## config.mk

```make
export PLATFORM = sky130hd
export DESIGN_NAME = fsu_add_gen
export DESIGN_NICKNAME = d
export VERILOG_FILES = /design/src/rtl/fsu_add_gen.sv
export SDC_FILE = /design/constraint.sdc
export NUM_CORES = 1
export LEC_CHECK = 0
export ABC_AREA = 1
export CAP_MARGIN = 15
export CORE_UTILIZATION = 58
export CTS_CLUSTER_DIAMETER = 50
export DETAILED_ROUTE_END_ITERATION = 10
export MAX_ROUTING_LAYER = met4
export PLACE_DENSITY = 0.95
export SETUP_SLACK_MARGIN = 0.5
export SYNTH_ARGS = -nofsm -noshare
export SYNTH_HDL_FRONTEND = slang
export SYNTH_SLANG_ARGS = --single-unit
export TNS_END_PERCENT = 100
```

## constraint.sdc

```tcl
create_clock -name clk -period 14.1 [get_ports clk]
set_input_delay 2.115 -clock clk [delete_from_list [all_inputs] [get_ports clk]]
set_output_delay 2.115 -clock clk [all_outputs]
set_load 0.03 [all_outputs]
```

## src/rtl/fsu_add_gen.sv

```systemverilog
`default_nettype none
// ============================================================================
//  Module   : fsu_add_gen
//  Purpose  : Fully-streaming unary scaled adder. Popcounts IDIM input
//             bitstreams through a pipelined adder tree, integrates the count
//             into a signed clamped accumulator and emits one bitstream whose
//             rate is the input sum divided by SCAL (unipolar or bipolar).
//  Revision : 1.0  initial release
// ============================================================================
module fsu_add_gen #(
    parameter int IDIM = 320,
    parameter int SCAL = IDIM,
    parameter int MODE = 0,
    parameter int BDEP = 2
) (
    input  logic            clk,
    input  logic            rst_n,
    input  logic            iVld,
    input  logic            iClr,
    input  logic [IDIM-1:0] iBit,
    output logic            oBit,
    output logic            oVld,
    output logic            oSat
);

    // Accumulator width is derived so that acc + inc can never wrap.
    localparam int AWID = $clog2(2*IDIM + 4*SCAL) + 2;
    localparam int PW   = $clog2(IDIM + 1);
    // First tree stage splits the inputs into NG groups; each later stage
    // halves the number of partial sums, leaving one sum after BDEP stages.
    localparam int NG   = (BDEP == 0) ? 1 : (1 << (BDEP - 1));
    localparam int GSZ  = (IDIM + NG - 1) / NG;
    localparam int PADW = NG * GSZ;
    localparam int THR  = (MODE == 0) ? SCAL : 2*SCAL;

    localparam logic signed [AWID-1:0] C_THR = AWID'(THR);
    localparam logic signed [AWID-1:0] C_LO  = AWID'(-THR);
    localparam logic signed [AWID-1:0] C_HI  = AWID'(THR - 1);
    localparam logic signed [AWID-1:0] C_OFS = AWID'(SCAL - IDIM);

    logic [IDIM-1:0] r_bit_q;
    logic            r_vin_q;

    // Input capture stage; a sample presented together with iClr is dropped.
    always_ff @(posedge clk or negedge rst_n) begin
        if (!rst_n) begin
            r_bit_q <= '0;
            r_vin_q <= 1'b0;
        end else begin
            r_bit_q <= iBit;
            r_vin_q <= iVld & ~iClr;
        end
    end

    logic [PADW-1:0] w_bit_pad;
    logic [PW-1:0]   w_grp [NG];

    assign w_bit_pad = PADW'(r_bit_q);

    // Per-group popcount of the captured bits (padding lanes read as zero).
    always_comb begin
        for (int g = 0; g < NG; g++) begin
            w_grp[g] = '0;
            for (int b = 0; b < GSZ; b++) begin
                w_grp[g] = w_grp[g] + PW'(w_bit_pad[g*GSZ + b]);
            end
        end
    end

    logic [PW-1:0] w_pcnt;
    logic          w_pvld;

    generate
        if (BDEP == 0) begin : g_comb
            assign w_pcnt = w_grp[0];
            assign w_pvld = r_vin_q;
        end else begin : g_pipe
            logic [PW-1:0]   r_sum_q [BDEP][NG];
            logic [BDEP-1:0] r_vld_q;

            // Adder-tree registers with a valid bit riding alongside, no stall.
            // Lanes above the live partial-sum count carry don't-care values;
            // only lane 0 of the last stage is consumed.
            always_ff @(posedge clk or negedge rst_n) begin
                if (!rst_n) begin
                    for (int k = 0; k < BDEP; k++) begin
                        for (int i = 0; i < NG; i++) begin
                            r_sum_q[k][i] <= '0;
                        end
                    end
                    r_vld_q <= '0;
                end else begin
                    r_vld_q[0] <= r_vin_q & ~iClr;
                    for (int k = 1; k < BDEP; k++) begin
                        r_vld_q[k] <= r_vld_q[k-1] & ~iClr;
                    end
                    for (int i = 0; i < NG; i++) begin
                        r_sum_q[0][i] <= w_grp[i];
                    end
                    for (int k = 1; k < BDEP; k++) begin
                        for (int i = 0; i < NG/2; i++) begin
                            r_sum_q[k][i] <= r_sum_q[k-1][2*i] + r_sum_q[k-1][2*i+1];
                        end
                        for (int i = NG/2; i < NG; i++) begin
                            r_sum_q[k][i] <= '0;
                        end
                    end
                end
            end

            assign w_pcnt = r_sum_q[BDEP-1][0];
            assign w_pvld = r_vld_q[BDEP-1];
        end
    endgenerate

    logic signed [AWID-1:0] r_acc_q;
    logic signed [AWID-1:0] w_p_s;
    logic signed [AWID-1:0] w_inc;
    logic signed [AWID-1:0] w_acc_new;
    logic signed [AWID-1:0] w_acc_sub;
    logic signed [AWID-1:0] w_acc_d;
    logic                   w_o;
    logic                   w_sat;

    // Integrate the count, emit a bit when the threshold is reached, clamp.
    always_comb begin
        w_p_s = $signed({{(AWID-PW){1'b0}}, w_pcnt});
        if (MODE == 0) begin
            w_inc = w_p_s;
        end else begin
            // Bipolar increment 2p - IDIM + SCAL keeps thr = 2*SCAL centred.
            w_inc = (w_p_s <<< 1) + C_OFS;
        end
        w_acc_new = r_acc_q + w_inc;
        w_o       = (w_acc_new >= C_THR);
        w_acc_sub = w_o ? (w_acc_new - C_THR) : w_acc_new;
        if (w_acc_sub < C_LO) begin
            w_acc_d = C_LO;
        end else if (w_acc_sub > C_HI) begin
            w_acc_d = C_HI;
        end else begin
            w_acc_d = w_acc_sub;
        end
        w_sat = (w_acc_d != w_acc_sub);
    end

    logic r_obit_q;
    logic r_ovld_q;
    logic r_osat_q;

    // Accumulator and registered outputs; clear overrides any update.
    always_ff @(posedge clk or negedge rst_n) begin
        if (!rst_n) begin
            r_acc_q  <= '0;
            r_obit_q <= 1'b0;
            r_ovld_q <= 1'b0;
            r_osat_q <= 1'b0;
        end else if (iClr) begin
            r_acc_q  <= '0;
            r_obit_q <= 1'b0;
            r_ovld_q <= 1'b0;
            r_osat_q <= 1'b0;
        end else if (w_pvld) begin
            r_acc_q  <= w_acc_d;
            r_obit_q <= w_o;
            r_ovld_q <= 1'b1;
            r_osat_q <= w_sat;
        end else begin
            r_ovld_q <= 1'b0;
            r_osat_q <= 1'b0;
        end
    end

    assign oBit = r_obit_q;
    assign oVld = r_ovld_q;
    assign oSat = r_osat_q;

endmodule
`default_nettype wire

```

[Yosys cells after proc, flatten, opt, wreduce, memory -nomap -nowiden]
Index checks and enable logic that the tools add are counted.
Word-level totals
  flip-flop bits (word level): 366
  output and inout port bits: 3
  word-level logic and storage cells: 351
Operators by class
  add/subtract/negate cells: 321
  bitwise logic cells: 4
  reduce and logical (&&, ||, !) cells: 1
  multiplexer cells: 11
  eq/ne operators: 1
  $lt $le $gt $ge: 3
Operators with widths (count)
  adder 9 x 1 -> 9 bit: 302
  2-to-1 mux 13 bit: 5
  adder 8 x 1 -> 9 bit: 2
  adder 7 x 1 -> 8 bit: 2
  adder 6 x 1 -> 7 bit: 2
  adder 13 x 10 -> 13 bit: 1
  greater-or-equal comparator 13 x 10 -> 1 bit, second input constant: 1
  greater-than comparator 13 x 10 -> 1 bit, second input constant: 1
  < comparator 13 x 10 -> 1 bit, second input constant: 1
  != test 13 bit: 1
  subtractor 13 x 10 -> 13 bit, second input constant: 1
  adder 5 x 1 -> 6 bit: 2
  adder 4 x 1 -> 5 bit: 2
  adder 9 bit: 1
  adder 3 x 1 -> 4 bit: 2
  adder 2 x 1 -> 3 bit: 2
  2-to-1 mux 1 bit: 6
  adder 1 x 1 -> 2 bit: 2
  AND 1 bit: 3
  nonzero test 2 bit: 1
  NOT 1 bit: 1

[Logic depth before layout (Yosys ltp)]
Gate-level depths: netlist of the first run.
  depth after elaboration: 159
  mapped depth: 28
  mapped depth without buffers: 28

[Least setup slack after synthesis of the first run]
Ideal clock, no wire load.
  path type: reg-to-reg
  start: register r_bit_q[291]
  end: register g_pipe.r_sum_q[25] (netlist name)
  path buffers: 0
  setup slack: 7280 ps
  clock period less this slack: 6820 ps
  stages on the path, launching flop included: 27
  data arrival time: 6702 ps
  cell sequence: dfrtp_1 inv_1 fa_1 inv_1 fa_1 fa_1 inv_1 fa_1 inv_1 fa_1 inv_1 fa_1 fa_1 inv_1 fa_1 fa_1 inv_1 fa_1 inv_1 ha_1 nand3_1 nand2_1 a21oi_1 inv_1 a21oi_1 o21ai_0 a21o_1
RTL lines
  from (decl): RTL line 41  | logic [IDIM-1:0] r_bit_q;
  from (signal assigned): RTL line 50  | r_bit_q <= iBit;
  to (signal, indexed assignment): RTL line 98  | r_sum_q[0][i] <= w_grp[i];
  to (signal, indexed assignment): RTL line 102  | r_sum_q[k][i] <= r_sum_q[k-1][2*i] + r_sum_q[k-1][2*i+1];
  to (decl): RTL line 78  | logic [PW-1:0] r_sum_q [BDEP][NG];

==> results of run 1 <==
[kinds of logic (layout without fill, tap and decap cells)]
family	after synthesis	in the layout	share of synthesized area [%]
flops	364	364	47.4
compound gates	39	39	1.11
other cells	0	10	0
xor+xnor	19	19	0.964
simple gates	211	211	5.07
buf+inv	529	927	10.3
fa+ha+maj	361	361	35.1
[per-stage QoR]
stage	setup slack (ns)	hold slack [ns]	utilization, %	area [µm²]
2_1_floorplan	7.28	0.434	-	19200
3_3_place_gp	7.08	0.452	70.9	23100
3_5_place_dp	6.78	0.461	70.9	23100
4_1_cts	6.72	0.475	75.1	24400
5_1_grt	6.44	0.488	75.2	24500
6_report	6.72	0.471	75.2	24500
[registers in the layout, summed over array words and instances (netlist names)]
| name | cells |
|---|---|
| r_bit_q | 320 |
| g_pipe.r_vld_q | 2 |
| w_pcnt | 9 |
| g_pipe.r_sum_q | 16 |
| r_acc_q | 13 |
| r_vin_q | 1 |
| oBit | 1 |
| oVld | 1 |
| oSat | 1 |
[layer usage]
| layer | wire length [µm] | global-route usage (%) | share of wire (%) |
|---|---|---|---|
| met5 | 0 | - | 0 |
| met4 | 3520 | 21.7 | 7.5 |
| met3 | 2050 | 5.25 | 4.4 |
| met2 | 26200 | 55.0 | 56 |
| met1 | 15000 | 30.7 | 32 |
[layout by cell type (no fill, tap or decap), types with 4 or more instances in the layout]
cell and count:
a21oi_1 19, bufinv_16 4, clkbuf_1 4, clkbuf_16 42, clkbuf_8 5, clkdlybuf4s50_1 325, clkinv_2 9, dfrtp_1 364
diode_2 10, fa_1 296, ha_1 65, inv_1 522, inv_2 6, nand2_1 120, nand2_2 15, nand3_1 32
nand3b_1 4, nor2_1 24, nor2_2 5, o21ai_0 15, xor2_1 15
[final cells by class]
cell class	count	area, µm²
Clock buffer	51	1130
Timing Repair Buffer	328	3300
Clock inverter	20	256
Sequential cell	364	9110
Tap cell	442	553
Inverter	528	1980
Antenna cell	10	25.0
Fill cell	1845	8070
Multi-Input combinational cell	630	8110
[synthesized netlist by cell type]
cell | instances | area share, %
inv_1 | 522 | 10
dfrtp_1 | 364 | 47
fa_1 | 296 | 31
nand2_1 | 120 | 2.3
ha_1 | 65 | 4.2
nand3_1 | 32 | 0.83
nor2_1 | 24 | 0.47
a21oi_1 | 19 | 0.50
nand2_2 | 15 | 0.49
o21ai_0 | 15 | 0.39
xor2_1 | 15 | 0.68
inv_2 | 6 | 0.12
nor2_2 | 5 | 0.16
nand3b_1 | 4 | 0.16
a21o_1 | 3 | 0.12
nand2_4 | 3 | 0.18
xnor2_1 | 3 | 0.14
nand3_2 | 2 | 0.10
nand3_4 | 2 | 0.18
nand4_1 | 2 | 0.065
a21oi_4 | 1 | 0.085
and2_1 | 1 | 0.033
clkbuf_1 | 1 | 0.020
nor2_4 | 1 | 0.059
o21ai_1 | 1 | 0.026
xor2_4 | 1 | 0.14
[critical path, stage by stage (launching register included)]
cell     delay, ns
dfrtp_1       0.34
inv_1         0.06
fa_1          0.54
inv_1         0.06
fa_1          0.42
fa_1          0.54
inv_1         0.07
fa_1          0.56
inv_1         0.07
fa_1          0.54
inv_1         0.06
fa_1          0.46
fa_1          0.53
inv_1         0.08
fa_1          0.49
fa_1          0.55
inv_1         0.06
fa_1          0.53
fa_1          0.49
o21ai_0       0.34
a21oi_1       0.10
o21ai_0       0.23
xor2_1        0.16
[path summary, 6_finish.rpt]
kind / startpoint / endpoint / slack (ns) / cells after the start
worst min-delay path: g_pipe.r_sum_q[27]$_DFF_PN0_ / w_pcnt[0]$_DFF_PN0_ / 0.47 / 1
worst max register to register: r_bit_q[291]$_DFF_PN0_ / g_pipe.r_sum_q[24]$_DFF_PN0_ / 6.72 / 22
worst min register to register: g_pipe.r_sum_q[27]$_DFF_PN0_ / w_pcnt[0]$_DFF_PN0_ / 0.47 / 1
min in group asynchronous: rst_n / r_bit_q[249]$_DFF_PN0_ / 1.59 / 1
max in group asynchronous: rst_n / r_bit_q[151]$_DFF_PN0_ / 10.88 / 2
worst max-delay path: r_bit_q[291]$_DFF_PN0_ / g_pipe.r_sum_q[24]$_DFF_PN0_ / 6.72 / 22
==> impl_metrics.py, run 1 <==
metrics = {
    "floorplanning": {
        "die_area_um2": 33800,
        "die_x_um": 184,
        "ios": 327,
        "initial_core_util_pct": 59.0,
        "rows": 66,
        "die_h_um": 184,
        "coreArea_um2": 32500,
    },
    "timing": {
        "min_period_over_period_pct": 52.3,
        "setup_tns_ns": 0,
        "drv_slew": 0,
        "hold_viol": 0,
        "finalCriticalPeriod_ns": 7.38,
        "slew_headroom_pct": 25.6,
        "setup_viol": 0,
        "max_freq_ghz": 0.136,
        "worstMarginPinSlew_ns": 1.12,
        "clock_skew_ns": 0.0308,
        "rsz0062_at_grt": "false",
    },
    "placed_design": {
        "io_buffers": 326,
        "placedCellCount": 2292,
        "dp_hpwl_um": 34600,
        "routabilityCongestion": 0.890,
    },
    "clock_network": {
        "hold_buffers": 0,
        "clock_sinks": 364,
        "clkTransAtPathRegs_ns": 0.06,
        "cts.htree.levels": 2,
        "root_buffer": "clkbuf_16",
        "cts-buffers-inserted": 41,
        "clockBufferDepth": 3,
        "post_cts.repair.setup_buffers": 0,
        "cts_tree": "yes",
        "worstSkewPairLatency_ns": 0.57,
        "cts.repair.resized": 0,
    },
    "worst_setup_path": {
        "crit_path_max_fanout": 2,
        "worstSetupEndpointType": "flip-flop",
        "worst_ep_arrival_time_ns": 7.86,
        "cp-start-kind": "flip-flop",
        "cp.required_ns": 14.58,
        "critPathKind": "reg -> reg",
    },
    "finish": {
        "finalNonFillerCells": 2373,
        "nNetsFinal": 2578,
        "syn_to_final_growth_pct": 27.4,
        "drive_gt1_share_pct": 5.52,
    },
    "route": {
        "viasPerCell": 4.89,
        "num_vias": 11600,
        "drcViolationCount": 0,
        "drt_pre_antenna_iters": 5,
        "wl_um": 46800,
        "antenna_left": 0,
        "wl_per_cell_um": 19.7,
        "drt_iter0_markers": 512,
    },
    "global_routing": {
        "track_usage_pct": 30.9,
        "grt_remaining_overflow": 0,
        "grt_first_pass_wirelength_um": 74000,
        "grt_antenna_before_repair": 8,
        "grt_max_degree": 181,
        "grt_pass1_vias": 14200,
    },
    "logic_synthesis": {
        "avgSynthCellArea_um2": 12.6,
        "ys_seq_area_share_pct": 47.4,
        "synth_seq_cells": 364,
        "yosysWarnings": 0,
        "synthCells": 1523,
        "syn_area_um2": 19200,
        "yosysUniqueCellTypes": 26,
        "syn_nets": 2208,
    },
    "run_status": {
        "status": "complete, no violations",
    },
    "flow_run": {
        "drv_cap": 0,
    },
    "min_path": {
        "hp-class": "reg -> reg",
    },
}
Power of run 1 is left out: the tool's default activity adds up to more than one toggle a clock period on the data nets, which glitch-free logic cannot reach.
==> run 2: changes to the inputs <==
--- a/config.mk
+++ b/config.mk
@@ -7,11 +7,11 @@
 export LEC_CHECK = 0
 export ABC_AREA = 1
 export CAP_MARGIN = 15
-export CORE_UTILIZATION = 58
+export CORE_UTILIZATION = 54
 export CTS_CLUSTER_DIAMETER = 50
 export DETAILED_ROUTE_END_ITERATION = 10
 export MAX_ROUTING_LAYER = met4
-export PLACE_DENSITY = 0.95
+export PLACE_DENSITY = 0.92
 export SETUP_SLACK_MARGIN = 0.5
 export SYNTH_ARGS = -nofsm -noshare
 export SYNTH_HDL_FRONTEND = slang
==> constraint.sdc (replaced) <==
create_clock -name clk -period 7.27 [get_ports clk]
set_input_delay 1.0905 -clock clk [delete_from_list [all_inputs] [get_ports clk]]
set_output_delay 1.0905 -clock clk [all_outputs]
set_load 0.03 [all_outputs]
==> run 2 against run 1 <==
Via count down 1.2%. Critical path depth down 1. Critical endpoint is now g_pipe.r_sum_q[33]$_DFF_PN0_. Count of clock-buffer cells in the layout up 13. Sequential cell count unchanged. Register-to-register slack worse by 6.5 ns. Critical path type unchanged. Die area up 7.3%. Fmax up 4.8%.
==> impl_metrics.py, run 2 (synthesized netlist as in run 1, its figures left out) <==
metrics = {
    "global_routing": {
        "met1_usage_pct": 29.6,
        "grt_pass1_vias": 14200,
        "grt_first_pass_wirelength_um": 72800,
        "grt_busiest_layer": "met2",
        "grt_remaining_overflow": 0,
        "met3_usage_pct": 4.29,
        "grt_max_degree": 153,
        "track_usage_pct": 28.0,
        "use_met2_pct": 49.6,
        "grt_antenna_before_repair": 8,
    },
    "worst_setup_path": {
        "path_cells": "fa_1, inv_2, fa_1, fa_2, inv_2, fa_1, inv_2, fa_2, fa_2, fa_2, fa_2, fa_2, fa_2, inv_2, ha_4, inv_2, fa_2, o21ai_2, a21oi_1, o21ai_1, xor2_1",
        "cp.required_ns": 7.75,
        "rr_startpoint": "r_bit_q[31]$_DFF_PN0_",
        "slowest_delay_ns": 0.63,
        "cp_common_cell": "fa_2",
        "reg2reg_setup_slack_ns": 0.23,
        "worstReg2RegEnd": "g_pipe.r_sum_q[33]$_DFF_PN0_",
        "worstSetupEndpointType": "flip-flop",
        "critPathKind": "reg -> reg",
        "r2r_cells": 21,
        "cp-start-kind": "flip-flop",
        "critPathSlowestCell": "fa_1",
        "worst_ep_arrival_time_ns": 7.52,
        "crit_path_max_fanout": 2,
    },
    "finish": {
        "layout_common_cells": "inv_1, dfrtp_1, clkdlybuf4s50_1",
        "largestRegisters": "r_bit_q: 320 flops, g_pipe.r_sum_q: 16 flops, r_acc_q: 13 flops",
        "nNetsFinal": 2598,
        "drive_gt1_share_pct": 11.1,
        "syn_to_final_growth_pct": 29.7,
        "final_common_cell": "inv_1",
        "largest_reg_flops": 320,
        "largest-register": "r_bit_q",
        "fin_area_um2": 24900,
    },
    "clock_network": {
        "worstSkewPairLatency_ns": 0.57,
        "clock_sinks": 364,
        "clockBufferDepth": 3,
        "cts.htree.levels": 2,
        "root_buffer": "clkbuf_16",
        "cts-buffers-inserted": 45,
        "hold_buffers": 0,
        "clkTransAtPathRegs_ns": 0.06,
        "cts_tree": "yes",
    },
    "floorplanning": {
        "coreArea_um2": 34800,
        "die_x_um": 191,
        "die_area_um2": 36300,
        "initial_core_util_pct": 55.2,
        "rows": 68,
        "die_h_um": 191,
        "ios": 327,
    },
    "placed_design": {
        "dp_worst_setup_slack_ns": -0.0828,
        "routabilityCongestion": 0.827,
        "detailed_place.area_um2": 23100,
        "dp_hpwl_um": 34500,
        "io_buffers": 326,
    },
    "route": {
        "num_vias": 11500,
        "drt_pre_antenna_iters": 4,
        "viasPerCell": 4.75,
        "drcViolationCount": 0,
        "wl_per_cell_um": 19.1,
        "antenna_left": 0,
        "wl_um": 46100,
        "drt_iter0_markers": 410,
    },
    "min_path": {
        "hp-class": "reg -> reg",
        "hold_end": "w_pcnt[0]$_DFF_PN0_",
        "worstHoldStart": "g_pipe.r_sum_q[27]$_DFF_PN0_",
        "holdPathStages": 1,
    },
    "timing": {
        "min_period_over_period_pct": 96.8,
        "max_freq_ghz": 0.142,
        "drv_slew": 0,
        "worstMarginPinSlew_ns": 0.976,
        "slew_headroom_pct": 34.9,
        "setup_viol": 0,
        "clock_skew_ns": 0.0152,
        "rsz0062_at_grt": "true",
        "setup_ws_ns": 0.231,
        "hold_viol": 0,
        "finalCriticalPeriod_ns": 7.04,
    },
    "flow_run": {
        "drv_cap": 0,
    },
    "run_status": {
        "status": "complete, no violations",
    },
}
run 2: worst max-delay path by stage:
stage / cells after the start / slack (ns) / from / to
2_1_floorplan: 26 / 0.48 / r_bit_q[291]$_DFF_PN0_ / g_pipe.r_sum_q[25]$_DFF_PN0_
3_3_place_gp: 26 / 0.29 / r_bit_q[291]$_DFF_PN0_ / g_pipe.r_sum_q[25]$_DFF_PN0_
3_5_place_dp: 22 / -0.08 / r_bit_q[291]$_DFF_PN0_ / g_pipe.r_sum_q[24]$_DFF_PN0_
4_1_cts: 26 / 0.20 / r_bit_q[295]$_DFF_PN0_ / g_pipe.r_sum_q[25]$_DFF_PN0_
5_1_grt: 21 / 0.08 / r_bit_q[69]$_DFF_PN0_ / g_pipe.r_sum_q[33]$_DFF_PN0_
6_report: 21 / 0.23 / r_bit_q[31]$_DFF_PN0_ / g_pipe.r_sum_q[33]$_DFF_PN0_
run 2: final cells by class:
| class | count | area, µm² |
|---|---|---|
| Fill cell | 2080 | 9880 |
| Sequential cell | 364 | 9110 |
| Multi-Input combinational cell | 630 | 8320 |
| Timing Repair Buffer | 344 | 3430 |
| Inverter | 528 | 1980 |
| Clock buffer | 64 | 1320 |
| Tap cell | 455 | 569 |
| Clock inverter | 17 | 156 |
| Antenna cell | 13 | 32.5 |
run 2: layer usage:
layer | wire length (µm) | share of wire [%] | vias to the layer above
met5 | 0 | 0 | -
met4 | 2900 | 6.3 | 0
met3 | 1700 | 3.7 | 162
met2 | 25600 | 56 | 388
met1 | 15900 | 34 | 5889
li1 | - | - | 5037
run 2: worst max-delay path, delay by kind of cell, from the launching register on:
kind,cells,cell delay [ns]
fa+ha+maj,12,5.67
flops,1,0.44
compound gates,3,0.40
buf+inv,5,0.27
xor+xnor,1,0.17
run 2: per-stage QoR:
stage          cells  setup TNS [ns]  hold slack, ns  util (%)
2_1_floorplan   1523               0           0.434         -
3_3_place_gp    2306               0           0.457      66.3
3_5_place_dp    2306         -0.0859           0.458      66.3
4_1_cts         2396               0           0.474      71.2
5_1_grt         2412               0           0.492      71.6
6_report        2415               0           0.471      71.6
run 2: timing repair:
action | CTS | global route
endpoints found under the setup margin | 10 | 12
buffers inserted | 9 | 6
hold endpoints to repair | 0 | 0
pin swaps | 60 | 38
resized for setup | 65 | 33
gates cloned | 0 | 0
Power of run 2 is left out for the same reason.
